`src/rtl/button_pkg.sv`:
```
// Shared constants for the panel push-button front-end: hold-state encoding,
// button channel indices and 100 MHz timing constants.
`timescale 1ns/1ps
package button_pkg;

  // Hold FSM states; the fourth 2-bit encoding is unused and recovers to S_UP.
  typedef enum logic [1:0] {
    S_UP   = 2'd0,
    S_DOWN = 2'd1,
    S_LONG = 2'd2
  } hold_state_e;

  // Bit positions of the panel buttons on btn_raw.
  localparam int BTN_U = 0;
  localparam int BTN_C = 1;
  localparam int BTN_D = 2;

  // Timing constants at the 100 MHz system clock.
  localparam int CYC_10MS  = 1_000_000;
  localparam int CYC_200MS = 20_000_000;
  localparam int CYC_1S    = 100_000_000;

endpackage

```
`src/rtl/button_channel.sv`:
```
// One push-button channel: two-flop synchroniser, debounce counter and the
// hold FSM that produces press / release / long-press / auto-repeat ticks.
// The debounced level is the stable flop itself, so a clean raw edge shows
// up on level_o 2 + DEBOUNCE_CYCLES cycles later, together with its tick.
`timescale 1ns/1ps
module button_channel
  import button_pkg::*;
#(
  parameter int DEBOUNCE_CYCLES = CYC_10MS,
  parameter int LONG_CYCLES     = CYC_1S,
  parameter int REPEAT_CYCLES   = CYC_200MS
) (
  input  logic clk,
  input  logic reset,
  input  logic btn_raw_i,
  output logic level_o,
  output logic press_o,
  output logic release_o,
  output logic long_o,
  output logic repeat_o
);

  localparam int DB_W  = $clog2(DEBOUNCE_CYCLES);
  localparam int HLD_W = $clog2(LONG_CYCLES);
  localparam int REP_W = $clog2(REPEAT_CYCLES);

  localparam logic [DB_W-1:0]  DB_TERM  = DB_W'(DEBOUNCE_CYCLES - 1);
  localparam logic [HLD_W-1:0] HLD_TERM = HLD_W'(LONG_CYCLES - 1);
  localparam logic [REP_W-1:0] REP_TERM = REP_W'(REPEAT_CYCLES - 1);

  logic             sync1_q, sync2_q;
  logic             stable_q, stable_d;
  logic [DB_W-1:0]  db_cnt_q, db_cnt_d;
  logic [HLD_W-1:0] hold_cnt_q, hold_cnt_d;
  logic [REP_W-1:0] rep_cnt_q, rep_cnt_d;
  hold_state_e      state_q, state_d;
  logic             press_q, release_q, long_q, repeat_q;
  logic             long_d, repeat_d;
  logic             db_term, rise, fall;

  // Two-flop synchroniser for the asynchronous pad.
  always_ff @(posedge clk or posedge reset) begin
    if (reset) begin
      sync1_q <= 1'b0;
      sync2_q <= 1'b0;
    end else begin
      sync1_q <= btn_raw_i;
      sync2_q <= sync1_q;
    end
  end

  // Debounce: count consecutive cycles of disagreement, flip on terminal count.
  always_comb begin
    db_term  = (sync2_q != stable_q) && (db_cnt_q == DB_TERM);
    rise     = db_term && sync2_q;
    fall     = db_term && !sync2_q;
    stable_d = db_term ? ~stable_q : stable_q;
    if ((sync2_q == stable_q) || db_term) begin
      db_cnt_d = '0;
    end else begin
      db_cnt_d = db_cnt_q + 1'b1;
    end
  end

  // Hold FSM next state; a stable fall always wins over long/repeat.
  always_comb begin
    state_d    = state_q;
    hold_cnt_d = hold_cnt_q;
    rep_cnt_d  = rep_cnt_q;
    long_d     = 1'b0;
    repeat_d   = 1'b0;
    case (state_q)
      S_UP: begin
        hold_cnt_d = '0;
        rep_cnt_d  = '0;
        if (rise) begin
          state_d = S_DOWN;
        end
      end
      S_DOWN: begin
        if (fall) begin
          state_d    = S_UP;
          hold_cnt_d = '0;
          rep_cnt_d  = '0;
        end else if (hold_cnt_q == HLD_TERM) begin
          long_d     = 1'b1;
          state_d    = S_LONG;
          hold_cnt_d = '0;
          rep_cnt_d  = '0;
        end else begin
          hold_cnt_d = hold_cnt_q + 1'b1;
        end
      end
      S_LONG: begin
        if (fall) begin
          state_d    = S_UP;
          hold_cnt_d = '0;
          rep_cnt_d  = '0;
        end else if (rep_cnt_q == REP_TERM) begin
          repeat_d  = 1'b1;
          rep_cnt_d = '0;
        end else begin
          rep_cnt_d = rep_cnt_q + 1'b1;
        end
      end
      default: begin
        state_d    = S_UP;
        hold_cnt_d = '0;
        rep_cnt_d  = '0;
      end
    endcase
  end

  // State, counters and registered event ticks.
  always_ff @(posedge clk or posedge reset) begin
    if (reset) begin
      stable_q   <= 1'b0;
      db_cnt_q   <= '0;
      hold_cnt_q <= '0;
      rep_cnt_q  <= '0;
      state_q    <= S_UP;
      press_q    <= 1'b0;
      release_q  <= 1'b0;
      long_q     <= 1'b0;
      repeat_q   <= 1'b0;
    end else begin
      stable_q   <= stable_d;
      db_cnt_q   <= db_cnt_d;
      hold_cnt_q <= hold_cnt_d;
      rep_cnt_q  <= rep_cnt_d;
      state_q    <= state_d;
      press_q    <= rise;
      release_q  <= fall;
      long_q     <= long_d;
      repeat_q   <= repeat_d;
    end
  end

  assign level_o   = stable_q;
  assign press_o   = press_q;
  assign release_o = release_q;
  assign long_o    = long_q;
  assign repeat_o  = repeat_q;

endmodule

```
`src/rtl/button_event_conditioner.sv`:
```
// Panel push-button front-end: NUM_BTN independent conditioned channels plus
// a combined press tick that drives the click buzzer.
`timescale 1ns/1ps
module button_event_conditioner
  import button_pkg::*;
#(
  parameter int NUM_BTN         = 3,
  parameter int DEBOUNCE_CYCLES = CYC_10MS,
  parameter int LONG_CYCLES     = CYC_1S,
  parameter int REPEAT_CYCLES   = CYC_200MS
) (
  input  logic               clk,
  input  logic               reset,
  input  logic [NUM_BTN-1:0] btn_raw,
  output logic [NUM_BTN-1:0] btn_level,
  output logic [NUM_BTN-1:0] press_tick,
  output logic [NUM_BTN-1:0] release_tick,
  output logic [NUM_BTN-1:0] long_tick,
  output logic [NUM_BTN-1:0] repeat_tick,
  output logic               any_press_tick
);

  for (genvar i = 0; i < NUM_BTN; i++) begin : g_chan
    button_channel #(
      .DEBOUNCE_CYCLES (DEBOUNCE_CYCLES),
      .LONG_CYCLES     (LONG_CYCLES),
      .REPEAT_CYCLES   (REPEAT_CYCLES)
    ) u_chan (
      .clk       (clk),
      .reset     (reset),
      .btn_raw_i (btn_raw[i]),
      .level_o   (btn_level[i]),
      .press_o   (press_tick[i]),
      .release_o (release_tick[i]),
      .long_o    (long_tick[i]),
      .repeat_o  (repeat_tick[i])
    );
  end

  // Press ticks are already registered, so the OR is a clean 1-cycle pulse.
  assign any_press_tick = |press_tick;

endmodule

```
`config.mk`:
```
export PLATFORM = sky130hd
export DESIGN_NAME = button_event_conditioner
export DESIGN_NICKNAME = d
export VERILOG_FILES = /design/src/rtl/button_pkg.sv /design/src/rtl/button_channel.sv /design/src/rtl/button_event_conditioner.sv
export SDC_FILE = /design/constraint.sdc
export NUM_CORES = 1
export LEC_CHECK = 0
export BUFFER_PORTS_ARGS = -buffer_cell sky130_fd_sc_hd__buf_4
export CAP_MARGIN = 20
export CORE_MARGIN = 1.5
export CORE_UTILIZATION = 50
export CTS_CLUSTER_SIZE = 28
export DETAILED_ROUTE_END_ITERATION = 8
export PLACE_DENSITY = 0.77
export SYNTH_ARGS = -nofsm -noshare
export SYNTH_HDL_FRONTEND = slang
export SYNTH_SLANG_ARGS = --single-unit
```
`constraint.sdc`:
```
create_clock -name clk -period 7.6 [get_ports clk]
set_input_delay 1.52 -clock clk [delete_from_list [all_inputs] [get_ports clk]]
set_output_delay 1.52 -clock clk [all_outputs]
set_load 0.05 [all_outputs]
```
Word-level counts from Yosys, hierarchy flattened --
Cells that the tools add are included.
Word-level totals: flip-flop bits (word level) 243, input bits 5, output and inout port bits 16, word-level logic and storage cells 160
Operators by class: add/subtract/negate cells 9, eq/ne operators 30, muxes and demuxes 63, bitwise logic cells 3, reduce and logical (&&, ||, !) cells 22
Operators by type and width (number):
- 25-bit two-way mux | 12
- 27-bit two-way mux | 9
- 27-bit case mux with 2 select lines | 3
- 25-bit case mux with 2 select lines | 3
- 27-bit by 1-bit adder with 27-bit output, second input constant | 3
- 27-bit == test, second input constant | 3
- 25-bit by 1-bit adder with 25-bit output, second input constant | 3
- 25-bit == test, second input constant | 3
- 20-bit by 1-bit adder with 20-bit output, second input constant | 3
- 20-bit == test, second input constant | 3
- 20-bit two-way mux | 3
- 2-bit two-way mux | 12
- 1-bit two-way mux | 18
- 2-bit case mux with 3 select lines | 3
- 2-bit by 1-bit != test with 1-bit output, second input constant | 6
- 1-bit logical AND | 9
- 3-bit by 1-bit != test with 1-bit output, second input constant | 3
- 3-bit AND reduction | 3
- 2-bit by 1-bit == test with 1-bit output, second input constant | 3
- 2-bit == test, second input constant | 3
- 2-bit logical NOT | 3
- 1-bit == test | 3
- 1-bit logical NOT | 3
- 1-bit logical OR | 3
- 3 further kinds | 7

Logic depth before layout (Yosys ltp) --
depth in word-level cells 5, gate-level depth with buffers 10, gate-level depth less buffers 7

Modules after synthesis --
From an unflattened synthesis, not the netlist that was laid out.
Unflattened totals: cell total of the unflattened synthesis 1408, area, all modules 13161.4 sq um
By module, submodules not included:
- button_channel (g_chan[2].u_chan) | times used 1, cells an instance 483, area an instance 4490.6 sq um, sequential area each 2026.9 sq um
- button_channel (g_chan[0].u_chan) | times used 1, cells an instance 462, area an instance 4339.2 sq um, sequential area each 2026.9 sq um
- button_channel (g_chan[1].u_chan) | times used 1, cells an instance 462, area an instance 4325.4 sq um, sequential area each 2026.9 sq um
- button_event_conditioner | times used 1, cells an instance 1, area an instance 6.3 sq um, sequential area each 0.0 sq um

Least setup slack after synthesis --
No wires, ideal clock.
path kind reg-to-output, start register g_chan[1].u_chan.press_q, end output any_press_tick, data arrival time 0.935 ns, required time 6.080 ns, slack 5.145 ns, stages on the path, launching flop included 2, buffers on the path 0, cell sequence dfrtp_1 > or3_1
On the way: cells in the longest elaborated chain, start to end 1
Ends and longest elaborated chain:
- from (decl) | RTL line button_channel.sv:37 | logic press_q, release_q, long_q, repeat_q;
- from (signal assigned) | RTL line button_channel.sv:132 | press_q <= rise;
- 3-bit OR reduction | RTL line button_event_conditioner.sv:41 | assign any_press_tick = |press_tick;
- to (decl) | RTL line button_event_conditioner.sv:20 | output logic any_press_tick
No other way between the ends.

Final worst setup path --
start register g_chan[0].u_chan.press_q, end output any_press_tick
On the way: cells in the longest elaborated chain, start to end 1
Ends and longest elaborated chain (RTL line):
- from (decl) | button_channel.sv:37
- from (signal assigned) | button_channel.sv:132
- 3-bit OR reduction | button_event_conditioner.sv:41
No other way between the ends.

==> flow_summary_export.csv <==
group,metric,value,unit
run_status,outcome,"finished, final reports clean",
setup_path,start_kind,"flip-flop",
routing,wl_per_cell,15.2,µm
floorplanning,core_area,25000,µm²
clocking,cts_setup_buffers,0,
synth,synth_nets,1379,
cells_and_area,drive_gt1_frac,0.0759,
run,drv_cap,0,
cells_and_area,multiInputGateArea,6140,µm²
grt,first_global_vias,9435,
power_and_ir_drop,cellLeakagePower,5.61,nW
grt,grt_pass1_wl,45000,µm
setup_path,cp_max_fo,2,
synth,netlist_instances,1365,
timing,final_max_slew_viol_count,0,
cells_and_area,regArea,6080,µm²
cells_and_area,syn_to_final_growth,9.14,%
cells_and_area,layout_common_cells,"243 x dfrtp_1, 198 x nor2_1, 120 x nand2_1, 81 x nand3_1, 79 x o21ai_0",
routing,drtPass1Iterations,7,
power_and_ir_drop,pwr-share-seq,0.502,
setup_path,worst-setup-path-type,"reg -> out",
routing,drtIter0Drc,999,
setup_path,crit_end,"any_press_tick",
power_and_ir_drop,p_switching,0.000548,W
synth,ys.flop_type,"dfrtp_1",
setup_path,rr_worst_depth,7,
routing,avgViaCountPerCell,5.82,
clocking,clkLatencyLatePin,0.53,ns
grt,grt-ovfl-total,0,
timing,fmax,335,MHz
synth,syn_area_per_cell,9.29,µm²
timing,setup_viol,0,
cells_and_area,final_common_cell,"dfrtp_1",
power_and_ir_drop,power_frac_clock,0.482,
placement,finalWeightedCongestion,0.853,
timing,relSlewSlack,0.327,
synth,ys_warn_count,0,
clocking,hold_buffers,0,
timing,hold_viol,0,
placement,portBuffers,20,
timing,worstMarginPinSlew,1.00,ns
setup_path,r2r_end,"g_chan[1].u_chan.rep_cnt_q[15]$_DFFE_PP0P_",
power_and_ir_drop,total_power,0.00260,W
clocking,h-tree-depth,1,
timing,skew,0.0136,ns
floorplanning,fp-row-count,58,
synth,synth_xor_area_frac,0.0815,
timing,period_minus_slack,2.99,ns
power_and_ir_drop,powerDensity,188,nW/µm²
synth,synth_top_family_by_area,"simple AND/OR/NAND/NOR gates",
grt,grt_start_max_net_pins,146,
synth,ys_seq_elements,243,
routing,ant_nets,0,
cells_and_area,finalNetCount,1379,
routing,drc,0,
synth,synth_compound_area_frac,0.100,
power_and_ir_drop,switching_share,0.211,
clocking,cts_tree,"done",
floorplanning,fp.dieW,162,µm
synth,netlist_area,12700,µm²
floorplanning,dieArea,26300,µm²
timing,setup_tns,0,ns
clocking,numCtsBuffers,27,
synth,synth_mux_area_frac,0.00740,
power_and_ir_drop,vdd_ir_drop_max,0.000171,V
timing,period_share,0.393,
synth,ys_seq_area_frac,0.480,
timing,fin_hold_ws,0.348,ns
synth,synth_cell_types,71,
power_and_ir_drop,p_int,0.00205,W
clocking,clk_pin_slew,0.06,ns
grt,antenna_found_initial,0,
routing,drt-total-wl,26000,µm
clocking,cts-resized-gates,0,
synth,synthAdderAreaFrac,0.00888,
floorplanning,die_h,162,µm
clocking,cts_root_buf,"clkbuf_16",
setup_path,rrSetupSlack,4.62,ns
synth,synth_enable_flop_cells,0,
clocking,clockBufferDepth,3,
cells_and_area,nFillCells,2192,
synth,yosys.area_share.simple,0.286,
clocking,clock-sinks,243,
floorplanning,initial_utilization,0.506,
worst_hold_path,hp-class,"reg -> reg",
setup_path,endpoint_kind,"primary output",
routing,num_vias,9977,
grt,grtUsageTotal,0.202,
placement,hpwl,16800,µm
synth,async_flop_share,1.00,
setup_path,required,6.08,ns
setup_path,crit_arrival,1.47,ns
power_and_ir_drop,combinationalPowerShare,0.016,
floorplanning,io_pins,21,
setup_path,r2r_start,"g_chan[1].u_chan.hold_cnt_q[8]$_DFFE_PP0P_",
setup_path,crit_start,"g_chan[0].u_chan.press_o$_DFF_PP0_",
timing,rsz0062_at_grt,"false",
cells_and_area,n_antenna_cell,0,
-- power by group through the flow --
stage / sequential (W) / clock, W / combinational, W
floorplan: 0.00133 / 0 / 0.0000299
global placement: 0.00133 / 0 / 0.0000421
detailed placement: 0.00133 / 0 / 0.0000430
CTS: 0.00130 / 0.00128 / 0.0000433
global route: 0.00130 / 0.00134 / 0.0000485
finish: 0.00130 / 0.00125 / 0.0000406
-- kinds of logic after synthesis --
kind of cell / count (synthesis)
buffers and inverters: 90
xor gates and xnor gates: 118
and+or+nand+nor: 690
muxes: 9
AOI/OAI and AO/OA: 206
adders and majority gates: 9
DFF: 243
-- through the flow --
| step | cell area [µm²] | cells | utilization | setup WS (ns) |
|---|---|---|---|---|
| CTS | 13800 | 1711 | 0.552 | 4.50 |
| global placement | 13000 | 1664 | 0.518 | 4.64 |
| global route | 13800 | 1713 | 0.553 | 4.34 |
| floorplan | 12700 | 1365 | - | 2.89 |
| finish | 13800 | 1713 | 0.553 | 4.61 |
| detailed placement | 13000 | 1664 | 0.518 | 4.57 |
-- flip-flops by register name (all words and copies together) (netlist names) --
| register | flops |
|---|---|
| g_chan.u_chan.level_o | 3 |
| g_chan.u_chan.repeat_o | 3 |
| g_chan.u_chan.hold_cnt_q | 81 |
| g_chan.u_chan.long_o | 3 |
| g_chan.u_chan.sync2_q | 3 |
| g_chan.u_chan.state_q | 6 |
| g_chan.u_chan.sync1_q | 3 |
| g_chan.u_chan.press_o | 3 |
| g_chan.u_chan.release_o | 3 |
| g_chan.u_chan.db_cnt_q | 60 |
| g_chan.u_chan.rep_cnt_q | 75 |
-- layer usage --
| metal | GRT usage | routed length [µm] | vias to the layer above |
|---|---|---|---|
| li1 | - | - | 4836 |
| met1 | 0.281 | 12000 | 4898 |
| met2 | 0.334 | 12500 | 200 |
| met3 | 0.0248 | 940 | 43 |
| met4 | 0.0559 | 539 | 0 |
| met5 | 0 | 0 | - |
-- worst max-delay path, cell delays in order, from the launching register on --
cell	delay [ns]
dfrtp_1	0.41
or3_1	0.35
buf_4	0.19
-- worst min-delay path by stage --
stage	from	endpoint	cells after the start
final	g_chan[1].u_chan.sync1_q$_DFF_PP0_	g_chan[1].u_chan.sync2_q$_DFF_PP0_	0
after global routing	g_chan[1].u_chan.sync1_q$_DFF_PP0_	g_chan[1].u_chan.sync2_q$_DFF_PP0_	0
after CTS	g_chan[2].u_chan.sync1_q$_DFF_PP0_	g_chan[2].u_chan.sync2_q$_DFF_PP0_	0
after detailed placement	g_chan[1].u_chan.sync1_q$_DFF_PP0_	g_chan[1].u_chan.sync2_q$_DFF_PP0_	0
after global placement	g_chan[2].u_chan.sync1_q$_DFF_PP0_	g_chan[2].u_chan.sync2_q$_DFF_PP0_	0
after floorplan	g_chan[0].u_chan.sync1_q$_DFF_PP0_	g_chan[0].u_chan.sync2_q$_DFF_PP0_	0
-- cell usage after synthesis (9+ instances only) --
cell type / n / area (µm²)
inv_1: 30 / 113
or3_1: 33 / 206
xor2_1: 69 / 604
ha_1: 9 / 113
buf_2: 12 / 60.1
nand3_1: 81 / 405
and3_1: 32 / 200
a21o_1: 10 / 75.1
nor4b_1: 13 / 114
nor3_1: 32 / 160
a21oi_1: 56 / 280
a31oi_1: 9 / 56.3
xnor2_1: 49 / 429
nor2_1: 198 / 743
o21ai_0: 79 / 395
and4_1: 14 / 123
nand4_1: 63 / 394
dfrtp_1: 243 / 6080
a22o_1: 12 / 105
nand2_1: 120 / 450
and2_1: 9 / 56.3
clkbuf_1: 24 / 90.1
nor4_1: 19 / 119
nand2b_1: 14 / 87.6
buf_4: 17 / 128
-- cell type report --
cell class                      instances  share of cell area
Tap cell                              330              0.0298
Clock inverter                          8             0.00488
Sequential cell                       243               0.439
Timing Repair Buffer                   31              0.0177
Inverter                               30             0.00841
Multi-Input combinational cell       1032               0.443
Clock buffer                           39              0.0564
(Power assumes the default switching activity.)
